===== src/rtl/fp16_accum_seq.sv =====
// rtl/fp16_accum_seq.sv - FP16 reduction sequencer feeding an external FP16 adder
// One element per adder round trip: FETCH accepts, ISSUE pulses the adder, WAIT captures the result.
module fp16_accum_seq #(
   parameter int LEN_W = 8
) (
   input  logic             clk,
   input  logic             rst,
   input  logic             start,
   input  logic [LEN_W-1:0] len,
   input  logic [15:0]      in_data,
   input  logic             in_valid,
   output logic             in_ready,
   output logic [15:0]      add_data1,
   output logic [15:0]      add_data2,
   output logic             add_valid,
   input  logic [15:0]      add_result,
   input  logic             add_complete,
   output logic [15:0]      sum,
   output logic             sum_valid,
   output logic             busy
);

   typedef enum logic [2:0] {
      IDLE  = 3'd0,
      FETCH = 3'd1,
      ISSUE = 3'd2,
      WAIT  = 3'd3,
      DONE  = 3'd4
   } state_t;

   state_t           state;
   state_t           state_nxt;
   logic [15:0]      acc;
   logic [15:0]      elem;
   logic [LEN_W-1:0] cnt;
   logic [LEN_W-1:0] len_r;
   logic [LEN_W-1:0] cnt_inc;

   assign cnt_inc   = cnt + 1'b1;
   assign add_data1 = acc;
   assign add_data2 = elem;
   assign sum       = acc;

   always_comb begin
      state_nxt = state;
      case (state)
         IDLE:    if (start) state_nxt = (len == '0) ? DONE : FETCH;
         FETCH:   if (in_valid) state_nxt = ISSUE;
         ISSUE:   state_nxt = WAIT;
         WAIT:    if (add_complete) state_nxt = (cnt_inc == len_r) ? DONE : FETCH;
         DONE:    state_nxt = IDLE;
         default: state_nxt = IDLE;
      endcase
   end

   // Status outputs are decoded from the next state so they are registered yet line up with the state.
   always_ff @(posedge clk or negedge rst) begin
      if (!rst) begin
         state     <= IDLE;
         acc       <= '0;
         elem      <= '0;
         cnt       <= '0;
         len_r     <= '0;
         in_ready  <= 1'b0;
         add_valid <= 1'b0;
         sum_valid <= 1'b0;
         busy      <= 1'b0;
      end else begin
         state     <= state_nxt;
         in_ready  <= (state_nxt == FETCH);
         add_valid <= (state_nxt == ISSUE);
         sum_valid <= (state_nxt == DONE);
         busy      <= (state_nxt != IDLE);
         case (state)
            IDLE: begin
               if (start) begin
                  len_r <= len;
                  cnt   <= '0;
                  acc   <= '0;
               end
            end
            FETCH: begin
               if (in_valid) elem <= in_data;
            end
            WAIT: begin
               if (add_complete) begin
                  acc <= add_result;
                  cnt <= cnt_inc;
               end
            end
            default: begin
            end
         endcase
      end
   end

endmodule


===== config.mk =====
export PLATFORM = sky130hd
export DESIGN_NAME = fp16_accum_seq
export DESIGN_NICKNAME = d
export VERILOG_FILES = /design/src/rtl/fp16_accum_seq.sv
export SDC_FILE = /design/constraint.sdc
export NUM_CORES = 1
export LEC_CHECK = 0
export ABC_AREA = 1
export BUFFER_PORTS_ARGS = -buffer_cell sky130_fd_sc_hd__buf_2
export CELL_PAD_IN_SITES_DETAIL_PLACEMENT = 1
export CELL_PAD_IN_SITES_GLOBAL_PLACEMENT = 2
export CORE_AREA = 8 8 133 98
export DETAILED_ROUTE_END_ITERATION = 10
export DIE_AREA = 0 0 141 106
export GPL_TIMING_DRIVEN = 0
export HOLD_SLACK_MARGIN = 0.03
export PLACE_DENSITY = 0.8
export SETUP_SLACK_MARGIN = 0.02
export SYNTH_ARGS = -nofsm -noshare
export SYNTH_HDL_FRONTEND = slang
export SYNTH_SLANG_ARGS = --single-unit

===== constraint.sdc =====
create_clock -name clk -period 1.71 [get_ports clk]
set_input_delay 0.342 -clock clk [delete_from_list [all_inputs] [get_ports clk]]
set_output_delay 0.342 -clock clk [all_outputs]
set_load 0.1 [all_outputs]

* Word level (Yosys, flattened, before mapping)
Index checks and enable logic that the tools add are counted.
Operators by class: add/sub/neg operators 1, equal/unequal tests 9, multiplexer cells 12, reduce and logical (&&, ||, !) cells 7
Operator list (number):
- two-way mux 16 bit | 2
- case mux 16 bit (2 select lines) | 1
- two-way mux 8 bit | 2
- case mux 8 bit (2 select lines) | 1
- two-way mux 3 bit | 5
- case mux 3 bit (4 select lines) | 1
- == test 3 x 2 -> 1 bit, second input constant | 3
- adder 8 x 1 -> 8 bit, second input constant | 1
- == test 8 bit | 1
- zero test 8 bit | 1
- == test 3 x 1 -> 1 bit, second input constant | 2
- != test 2 bit, second input constant | 2
- AND reduction 2 bit | 2
- == test 3 bit, second input constant | 1
- zero test 3 bit | 1
- AND reduction 3 bit | 1
- nonzero test 3 bit | 1
- nonzero test 2 bit | 1
Word-level totals: register bits 55, output and inout port bits 52, logic and storage cells 38

* Depth between registers and ports, before layout
Gate-level depths: netlist of the first run.
depth in word-level cells 6, gate-level depth with buffers 14, mapped depth without buffers 14

* Least setup slack after synthesis of the first run
No wires, ideal clock.
path type reg2out, from register acc[0], in the netlist add_data1[0], to output sum[0], arrival time 1340 ps, data required time 1368 ps, slack 28 ps, stages on the path, launching flop included 2, path buffers 1, cells stage by stage dfrtp_1 -> buf_4
RTL lines:
- start, declared | line 33 | logic [15:0] acc;
- start signal, assigned | line 87 | acc <= add_result;
- end, declared | line 18 | output logic [15:0] sum,
No word-level cell between the ends.

* Final worst setup path of the first run
from register cnt[1], to register busy
On the way: longest elaborated chain between the ends 6
RTL lines:
- start, declared | line 35 | logic [LEN_W-1:0] cnt;
- start signal, assigned | line 88 | cnt <= cnt_inc;
- adder 8 x 1 -> 8 bit | line 39 | assign cnt_inc = cnt + 1'b1;
- == test 8 bit | line 50 | WAIT: if (add_complete) state_nxt = (cnt_inc == len_r) ? DONE : FETCH;
- two-way mux 3 bit (2 in series) | line 50
- case mux 3 bit (4 select lines) | line 46 | case (state)
- via state_nxt[0] | line 32 | state_t state_nxt;
- nonzero test 3 bit | line 73 | busy <= (state_nxt != IDLE);
- end signal, assigned | line 73
- end, declared | line 20 | output logic busy
The timed path passes the listed nets, and every way through them passes these cells. A chain may end at the register's enable or synchronous reset.

==> results of run 1 <==
[per-layer routing]
metal	vias up	share of wire, %	GRT usage [%]
li1	1222	-	-
met2	70	45	17.9
met1	1201	48	15.7
met5	-	0	0
met4	0	1.1	3.44
met3	6	6.0	3.36
[repair_timing]
item	in CTS	in global routing
setup endpoints to repair	5	30
buffers inserted	4	2
resized for setup	6	15
pin swaps	5	2
[through the flow]
step / util [%] / setup WS, ns / std cells
after floorplan: - / 0.0277 / 321
after global placement: 29.8 / -0.137 / 574
after detailed placement: 29.8 / -0.111 / 574
after CTS: 31.5 / -0.00146 / 586
after global routing: 32.1 / -0.157 / 588
final: 32.1 / -0.00561 / 588
[area by class of cell]
class	instances	area [sq um]	area share, %
buffer	27	170	4.74
multi-input combinational	209	1060	29.6
tap	157	196	5.47
timing repair buffer	102	528	14.7
clock inverter	2	12.5	0.348
sequential	55	1380	38.4
clock buffer	6	129	3.59
inverter	30	113	3.14
[worst max path at each step]
stage	cells past startpoint	end	from	slack, ns
5_1_grt	11	busy	cnt[1]	-0.16
3_3_place_gp	11	busy	cnt[0]	-0.14
4_1_cts	11	busy	cnt[1]	-0.001
3_5_place_dp	6	add_data1[5]	add_complete	-0.11
6_report	12	busy	cnt[1]	-0.006
2_1_floorplan	1	sum[0]	add_data1[0]	0.03
[sequential cells by signal, indices dropped and copies added, names as in the netlist]
register,count
add_data1,16
add_data2,16
add_valid,1
busy,1
cnt,8
in_ready,1
len_r,8
state,3
sum_valid,1
[layout by cell type, fill, tap and decap left out]
master	Yosys	routed
nor2_4	3	4
and2_4	0	1
o22ai_1	5	5
dfrtp_1	55	53
clkinvlp_4	0	1
o21bai_1	1	1
o21ai_0	10	10
a21oi_2	0	1
xor2_1	1	1
nor2_1	10	7
a211oi_1	1	1
buf_4	17	24
nand2_4	0	1
buf_2	2	97
ha_4	0	1
nand3b_1	2	2
clkbuf_16	0	5
nand2_2	7	10
or2_2	1	1
nand4_1	2	2
clkbuf_2	0	2
inv_1	26	26
clkinv_1	1	1
o21ai_2	1	1
nand2_1	102	98
xnor2_2	0	1
nand3_1	48	46
dfrtp_2	0	2
o21ai_1	1	1
nor2_2	5	7
nor3_1	1	1
clkbuf_1	8	7
clkinv_2	0	1
nand3_2	4	6
inv_2	3	3
[kinds of logic (layout without fill, tap and decap cells)]
family	count (synthesis)	in the layout
compound gates	20	20
fa+ha+maj	1	1
xor+xnor	2	2
simple gates	186	186
flops	55	55
buf+inv	57	167
[worst max-delay path, cell delays in order, from the launching register on]
cell and delay [ns]:
dfrtp_2 0.42, buf_4 0.13, nand2_2 0.06, nor2_4 0.20, nand3_2 0.12, nand3_1 0.12
nand2_2 0.08, nor2_2 0.09, nand3_2 0.08, nand2_2 0.11, nand2_2 0.06, nor2_2 0.09
nand2_1 0.06
==> summary.txt, run 1 <==
Status
  • Status: finished, violations left
  • Violated checks: negative setup slack

Final layout
  • Finished Cell Area: 3590 sq um
  • # fillers: 1386
  • Antenna cell count: 0
  • NumNets Final: 476
  • Layout cell share with drive strength beyond 1: 39.2%
  • P&R area growth vs syn: 35.2%

STA
  • WHS: 0.0940 ns
  • RSZ-0062 raised after global routing: true
  • Slew @ Worst Pin: 0.733 ns
  • Slew Limit Headroom: 51.1%
  • Fin crit share: 100%
  • Final-report setup violation count: 1
  • Final Max Slew Viols: 0
  • F_max: 583 MHz
  • Final worst slack: -0.00561 ns
  • Final min period: 1.72 ns
  • Hold Fails Final Rpt: 0
  • Final worst clock skew: 0.00575 ns
  • Final setup TNS: -0.00561 ns

Floorplanning
  • # rows: 33
  • I/O pins: 97
  • DIE AREA: 14900 sq um
  • Initial core utilization: 23.7%
  • Core area: 11200 sq um
  • Die height: 106 um
  • Die width: 141 um

Placed design
  • Hpwl dp: 6610 um
  • PortBufs: 96
  • Post-DP Area: 3330 sq um
  • Routability cong.: 0.749

Yosys
  • Synth top area share: 51.8%
  • #FFs+latches synth: 55
  • Commonest register cell after synthesis: dfrtp_1
  • Syn_area_per_cell: 8.28 sq um
  • Largest cells by area after synthesis: dfrtp_1, nand2_1, nand3_1, buf_4, inv_1
  • Post-synth top cells: nand2_1, dfrtp_1, nand3_1
  • Adder-cell share of the synthesized area: 0.471%
  • Most common cell in the netlist: nand2_1
  • Leading area contributor after synthesis: dfrtp_1
  • Syn. warnings: 0
  • Async S/R FF share, synth: 100%
  • Synth Area in Compound Gates: 4.33%
  • Post-Syn Area: 2660 sq um
  • Sequential area share after synthesis: 51.8%
  • Yosys cell types: 29
  • Largest family of logic cells by synthesized area: simple AND/OR/NAND/NOR gates
  • Post-Synthesis Cells: 321
  • Syn_nets: 367
  • Post-synthesis simple-gate area fraction: 32.2%
  • Post-synth EDFFs: 0
  • XOR/XNOR share of the synthesized area: 0.659%
  • Mux cell area share after synthesis: 0%

Worst setup path
  • Critical path arrival: 1.90 ns
  • R2r setup slk: -0.006 ns
  • R2R Path Start: cnt[1]
  • R2R depth: 12
  • Startpoint types: flip-flop
  • CP required: 1.90 ns
  • CP Capture Type: flip-flop
  • WS Path Type: flip-flop to flip-flop
  • Worst flop-to-flop path endpoint: busy
  • Crit Path Max Fanout: 6

Detailed routing
  • DRT antenna net count: 0
  • Iteration-0 DRC Markers: 87
  • Via density: 4.25
  • Routed wire length: 8540 um
  • Via count: 2499
  • TritonRoute pass-1 iters: 4
  • DRC Markers: 0
  • Post-DR wirelength/cell: 14.5 um

CTS
  • Total number of H-tree levels: 2
  • Clock sink count: 55
  • Reg clk slew, reported paths: 0.07 ns
  • Post-CTS Hold Fix Bufs: 0
  • Clock root cell: clkbuf_16
  • CTS Buf Count: 5
  • TritonCTS clock tree: built
  • Insertion delay to the later sink of the worst-skew pair: 0.30 ns
  • Max Buffers Root-to-Sink: 2

Global route
  • Initial antenna violation count: 0
  • Total gr overflow: 0
  • Vias in the first global route: 2695
  • First-pass GRT wire length: 14200 um
  • GRT Overall Usage: 11.7%
  • Largest net degree at the start of global routing: 56

Run
  • Max Cap Viol: 0

Worst hold path
  • Worst Hold Class: primary input to asynchronous set/reset pin
Power of run 1 is not shown: default switching activity piles up to over one toggle a cycle in this logic, so the estimate is an artifact.
==> run 2: changes to the inputs <==
ABC_AREA = default   (was 1)
CORE_AREA = 8 8 128 94   (was 8 8 133 98)
DIE_AREA = 0 0 136 102   (was 0 0 141 106)
PLACE_DENSITY = 0.79   (was 0.8)
TNS_END_PERCENT = 20   (was default)
==> summary.txt, run 2 <==
STA
  • Final setup TNS: -0.0863 ns
  • F_max: 562 MHz
  • WHS: 0.0975 ns
  • Slew @ Worst Pin: 0.721 ns
  • RSZ-0062 raised after global routing: true
  • Final min period: 1.78 ns
  • Final-report setup violation count: 2
  • Final worst slack: -0.0683 ns
  • Final worst clock skew: 0.00538 ns
  • Fin crit share: 104%
  • Hold Fails Final Rpt: 0
  • Slew Limit Headroom: 51.9%
  • Final Max Slew Viols: 0

Global route
  • Initial antenna violation count: 0
  • Vias in the first global route: 2298
  • Largest net degree at the start of global routing: 56
  • GRT Overall Usage: 10.8%
  • Total gr overflow: 0
  • Met1 Use GR: 14.7%
  • Met3 Usage GRT: 3.68%
  • M2 GR Usage: 16.4%
  • First-pass GRT wire length: 11900 um
  • Grt peak-use layer: met2

Worst setup path
  • Crit Path Max Fanout: 4
  • Critical path arrival: 1.94 ns
  • Startpoint types: flip-flop
  • CP Capture Type: flip-flop
  • R2r setup slk: -0.07 ns
  • R2R depth: 6
  • CP bufs+invs: 1
  • CP required: 1.87 ns
  • WS Path Type: flip-flop to flip-flop
  • CP max stage cell: o41ai_2
  • Crit path max-delay family: compound AO/OA/AOI/OAI gates
  • R2R Path Start: cnt[1]
  • CP max stage delay: 0.45 ns
  • CP cell instances: buf_4 -> nand3_4 -> a211oi_2 -> o22ai_2 -> o41ai_2 -> a211oi_2
  • Worst flop-to-flop path endpoint: in_ready
  • CP dominant cell by count: a211oi_2

Detailed routing
  • Iteration-0 DRC Markers: 70
  • Routed wire length: 7420 um
  • Post-DR wirelength/cell: 15.2 um
  • DRT antenna net count: 0
  • TritonRoute pass-1 iters: 4
  • DRC Markers: 0
  • Via count: 2136
  • Via density: 4.36

Final layout
  • P&R area growth vs syn: 38.9%
  • Most frequent cells in the layout: buf_2, nand2_1, dfrtp_1, buf_4, nand3_1
  • Most common cell after layout, fill and taps aside: buf_2
  • NumNets Final: 403
  • Layout cell share with drive strength beyond 1: 48.6%
  • Antenna cell count: 0

Yosys
  • #FFs+latches synth: 55
  • Sequential area share after synthesis: 54.1%
  • Largest cells by area after synthesis: dfrtp_1, nand2_1, mux2_2, buf_4, nand3_1
  • Synth top area share: 54.1%
  • Most common cell in the netlist: nand2_1
  • Post-Syn Area: 2540 sq um
  • Post-synth top cells: nand2_1, dfrtp_1, nand3_1
  • Leading area contributor after synthesis: dfrtp_1
  • Commonest register cell after synthesis: dfrtp_1
  • Syn_area_per_cell: 10.2 sq um
  • Syn_nets: 296
  • Async S/R FF share, synth: 100%
  • Yosys cell types: 37
  • Syn. warnings: 0
  • Post-synth EDFFs: 0
  • Post-Synthesis Cells: 250

CTS
  • CTS Buf Count: 5
  • Insertion delay to the later sink of the worst-skew pair: 0.29 ns
  • Clock root cell: clkbuf_16
  • TritonCTS clock tree: built
  • Total number of H-tree levels: 2
  • Clock sink count: 55
  • Reg clk slew, reported paths: 0.07 ns
  • Post-CTS Hold Fix Bufs: 0
  • Max Buffers Root-to-Sink: 2

Floorplanning
  • Core area: 10100 sq um
  • DIE AREA: 13900 sq um
  • Initial core utilization: 25.2%
  • I/O pins: 97
  • # rows: 31
  • Die width: 136 um
  • Die height: 102 um

Status
  • Violated checks: negative setup slack
  • Status: finished, violations left

Placed design
  • PortBufs: 96
  • Routability cong.: 0.772
  • Hpwl dp: 5630 um

Worst hold path
  • Worst Hold Class: primary input to asynchronous set/reset pin

Run
  • Max Cap Viol: 0
## run 2: cell type report
type	instances	area, sq um
Clock inverter	3	47.5
Tap cell	132	165
Fill cell	1181	6550
Clock buffer	5	125
Inverter	2	7.51
Multi-Input combinational cell	166	1090
Timing Repair Buffer	101	524
Buffer	26	195
Sequential cell	55	1380
## run 2: metal layers
layer | routed length, um | share of wire (%)
met4 | 16 | 0.22
met1 | 3530 | 47
met5 | 0 | 0
met2 | 3250 | 44
met3 | 631 | 8.5
## run 2: repair_timing
item / CTS / global route
buffers inserted: 5 / 0
gates resized for setup: 18 / 26
setup endpoints to repair: 44 / 39
gates cloned: 0 / 0
pin swaps: 3 / 10
## run 2: cell families after synthesis
| kind of cell | share of synthesized area (%) |
|---|---|
| AOI/OAI and AO/OA | 6.05 |
| xor gates and xnor gates | 4.77 |
| adders and majority gates | 0.492 |
| buffers and inverters | 6.78 |
| DFF | 54.1 |
| muxes | 7.08 |
| and+or+nand+nor | 20.7 |
## run 2: stage by stage
step	worst slack (ns)	cells	area, sq um	util [%]
2_1_floorplan	0.0254	250	2550	-
3_3_place_gp	-0.158	478	3190	31.7
3_5_place_dp	-0.202	478	3190	31.7
4_1_cts	-0.0970	491	3440	34.2
5_1_grt	-0.151	490	3540	35.1
6_report	-0.0683	490	3540	35.1
## run 2: how the worst max path moves through the flow
stage | slack [ns] | cells past startpoint | end | startpoint
global placement | -0.16 | 6 | in_ready | cnt[0]
CTS | -0.1 | 6 | in_ready | cnt[0]
floorplan | 0.03 | 6 | in_ready | cnt[0]
global route | -0.15 | 6 | in_ready | cnt[1]
finish | -0.07 | 6 | in_ready | cnt[1]
detailed placement | -0.20 | 5 | cnt[1] | state[2]
Power of run 2 is left out for the same reason.
==> run 3: changes to the inputs <==
clock period = 1.5 ns   (was 1.71 ns; I/O delays follow)
==> summary.txt, run 3 (synthesized netlist as in run 2, its figures left out) <==
Worst setup path
  • R2R Path Start: cnt[1]
  • CP Capture Type: flip-flop
  • CP cell instances: ha_4 -> xor2_1 -> nor2_1 -> o2111ai_2 -> o41ai_2 -> a211oi_1
  • Worst flop-to-flop path endpoint: in_ready
  • Crit Path Max Fanout: 4
  • CP max stage cell: dfrtp_2
  • CP required: 1.67 ns
  • Critical path arrival: 1.88 ns
  • R2r setup slk: -0.21 ns
  • WS Path Type: flip-flop to flip-flop
  • R2R depth: 6
  • Startpoint types: flip-flop
  • CP max stage delay: 0.44 ns

Global route
  • Vias in the first global route: 2306
  • Largest net degree at the start of global routing: 56
  • First-pass GRT wire length: 12000 um
  • Total gr overflow: 0
  • GRT Overall Usage: 10.7%
  • Initial antenna violation count: 0

Final layout
  • Register area: 1390 sq um
  • Antenna cell count: 0
  • Most common cell after layout, fill and taps aside: buf_2
  • Most frequent cells in the layout: buf_2, nand2_1, buf_4, dfrtp_1, nand3_1
  • NumNets Final: 406
  • P&R area growth vs syn: 41.9%
  • Layout cell share with drive strength beyond 1: 53.2%
  • Multi-input logic area: 1090 sq um
  • Finished Cell Area: 3610 sq um
  • # fillers: 1174

CTS
  • Clock sink count: 55
  • CTS Buf Count: 5
  • Reg clk slew, reported paths: 0.07 ns
  • Insertion delay to the later sink of the worst-skew pair: 0.29 ns
  • Total number of H-tree levels: 2
  • Clock root cell: clkbuf_16
  • Max Buffers Root-to-Sink: 2
  • TritonCTS clock tree: built

Worst hold path
  • Worst Hold Class: primary input to asynchronous set/reset pin

STA
  • Final min period: 1.71 ns
  • RSZ-0062 raised after global routing: true
  • Hold Fails Final Rpt: 0
  • Final worst slack: -0.210 ns
  • Slew Limit Headroom: 51.8%
  • Final setup TNS: -3.21 ns
  • Fin crit share: 114%
  • Final Max Slew Viols: 0
  • Final-report setup violation count: 38
  • Slew @ Worst Pin: 0.724 ns
  • Final worst clock skew: 0.00370 ns
  • F_max: 585 MHz
  • WHS: 0.0511 ns

Placed design
  • Post-Place Worst Slack: -0.384 ns
  • Post-DP Area: 3220 sq um
  • Hpwl dp: 5680 um
  • PortBufs: 96
  • Routability cong.: 0.763

Detailed routing
  • DRC Markers: 0
  • Post-DR wirelength/cell: 15.3 um
  • Iteration-0 DRC Markers: 89
  • DRT antenna net count: 0
  • Via density: 4.36
  • Via count: 2149
  • Routed wire length: 7560 um
  • TritonRoute pass-1 iters: 4

Floorplanning
  • Die height: 102 um
  • Initial core utilization: 25.2%
  • DIE AREA: 13900 sq um
  • I/O pins: 97
  • Die width: 136 um
  • Core area: 10100 sq um
  • # rows: 31

Status
  • Status: finished, violations left
  • Violated checks: negative setup slack

Run
  • Max Cap Viol: 0
==> run 3: cell types whose count changed in the layout (fill, tap and decap cells not counted), moves of 4 or more <==
cell,change
buf_2,-20
buf_4,+16
dfrtp_1,-11
dfrtp_2,+11
o21ai_0,-8
o21ai_1,+6
buf_6,+4
==> run 3: per-layer routing <==
| layer | part of all wire, % | track usage [%] |
|---|---|---|
| met5 | 0 | 0 |
| met4 | 0.13 | 1.26 |
| met3 | 8.1 | 3.78 |
| met2 | 44 | 17.0 |
| met1 | 47 | 14.1 |
==> run 3: cell type report <==
type | instances | share of cell area (%)
repair buffers | 104 | 16.5
inverters | 2 | 0.208
multi-input cells | 166 | 30.2
well taps | 132 | 4.57
clock inverters | 3 | 0.623
plain buffers | 26 | 5.85
flip-flops and latches | 55 | 38.6
clock buffers | 5 | 3.46
==> run 3: critical path: cells and delay by family (launching register included) <==
| kind | cells | cell delay [ns] |
|---|---|---|
| compound gates | 3 | 0.59 |
| xor+xnor | 1 | 0.14 |
| fa+ha+maj | 1 | 0.25 |
| flops | 1 | 0.44 |
| simple gates | 1 | 0.17 |
==> run 3: through the flow <==
step	utilization (%)	instances
floorplan	-	250
global placement	31.9	478
detailed placement	31.9	478
CTS	34.5	486
global route	35.8	493
finish	35.8	493
==> run 3: worst max-delay path by stage <==
stage	depth (start not counted)	to	start	slack, ns
finish	6	in_ready	cnt[1]	-0.21
floorplan	1	sum[2]	add_data1[2]	-0.14
global route	6	state[2]	cnt[1]	-0.28
global placement	5	add_data1[13]	state[2]	-0.35
detailed placement	5	add_data1[14]	state[2]	-0.38
CTS	6	in_ready	cnt[1]	-0.23
==> run 3: repair_timing <==
action	CTS	global route
endpoints found under the setup margin	61	54
hold buffers	0	0
resized for setup	40	40
buffers inserted	1	7
pin swaps	4	9
Power of run 3 is left out for the same reason.
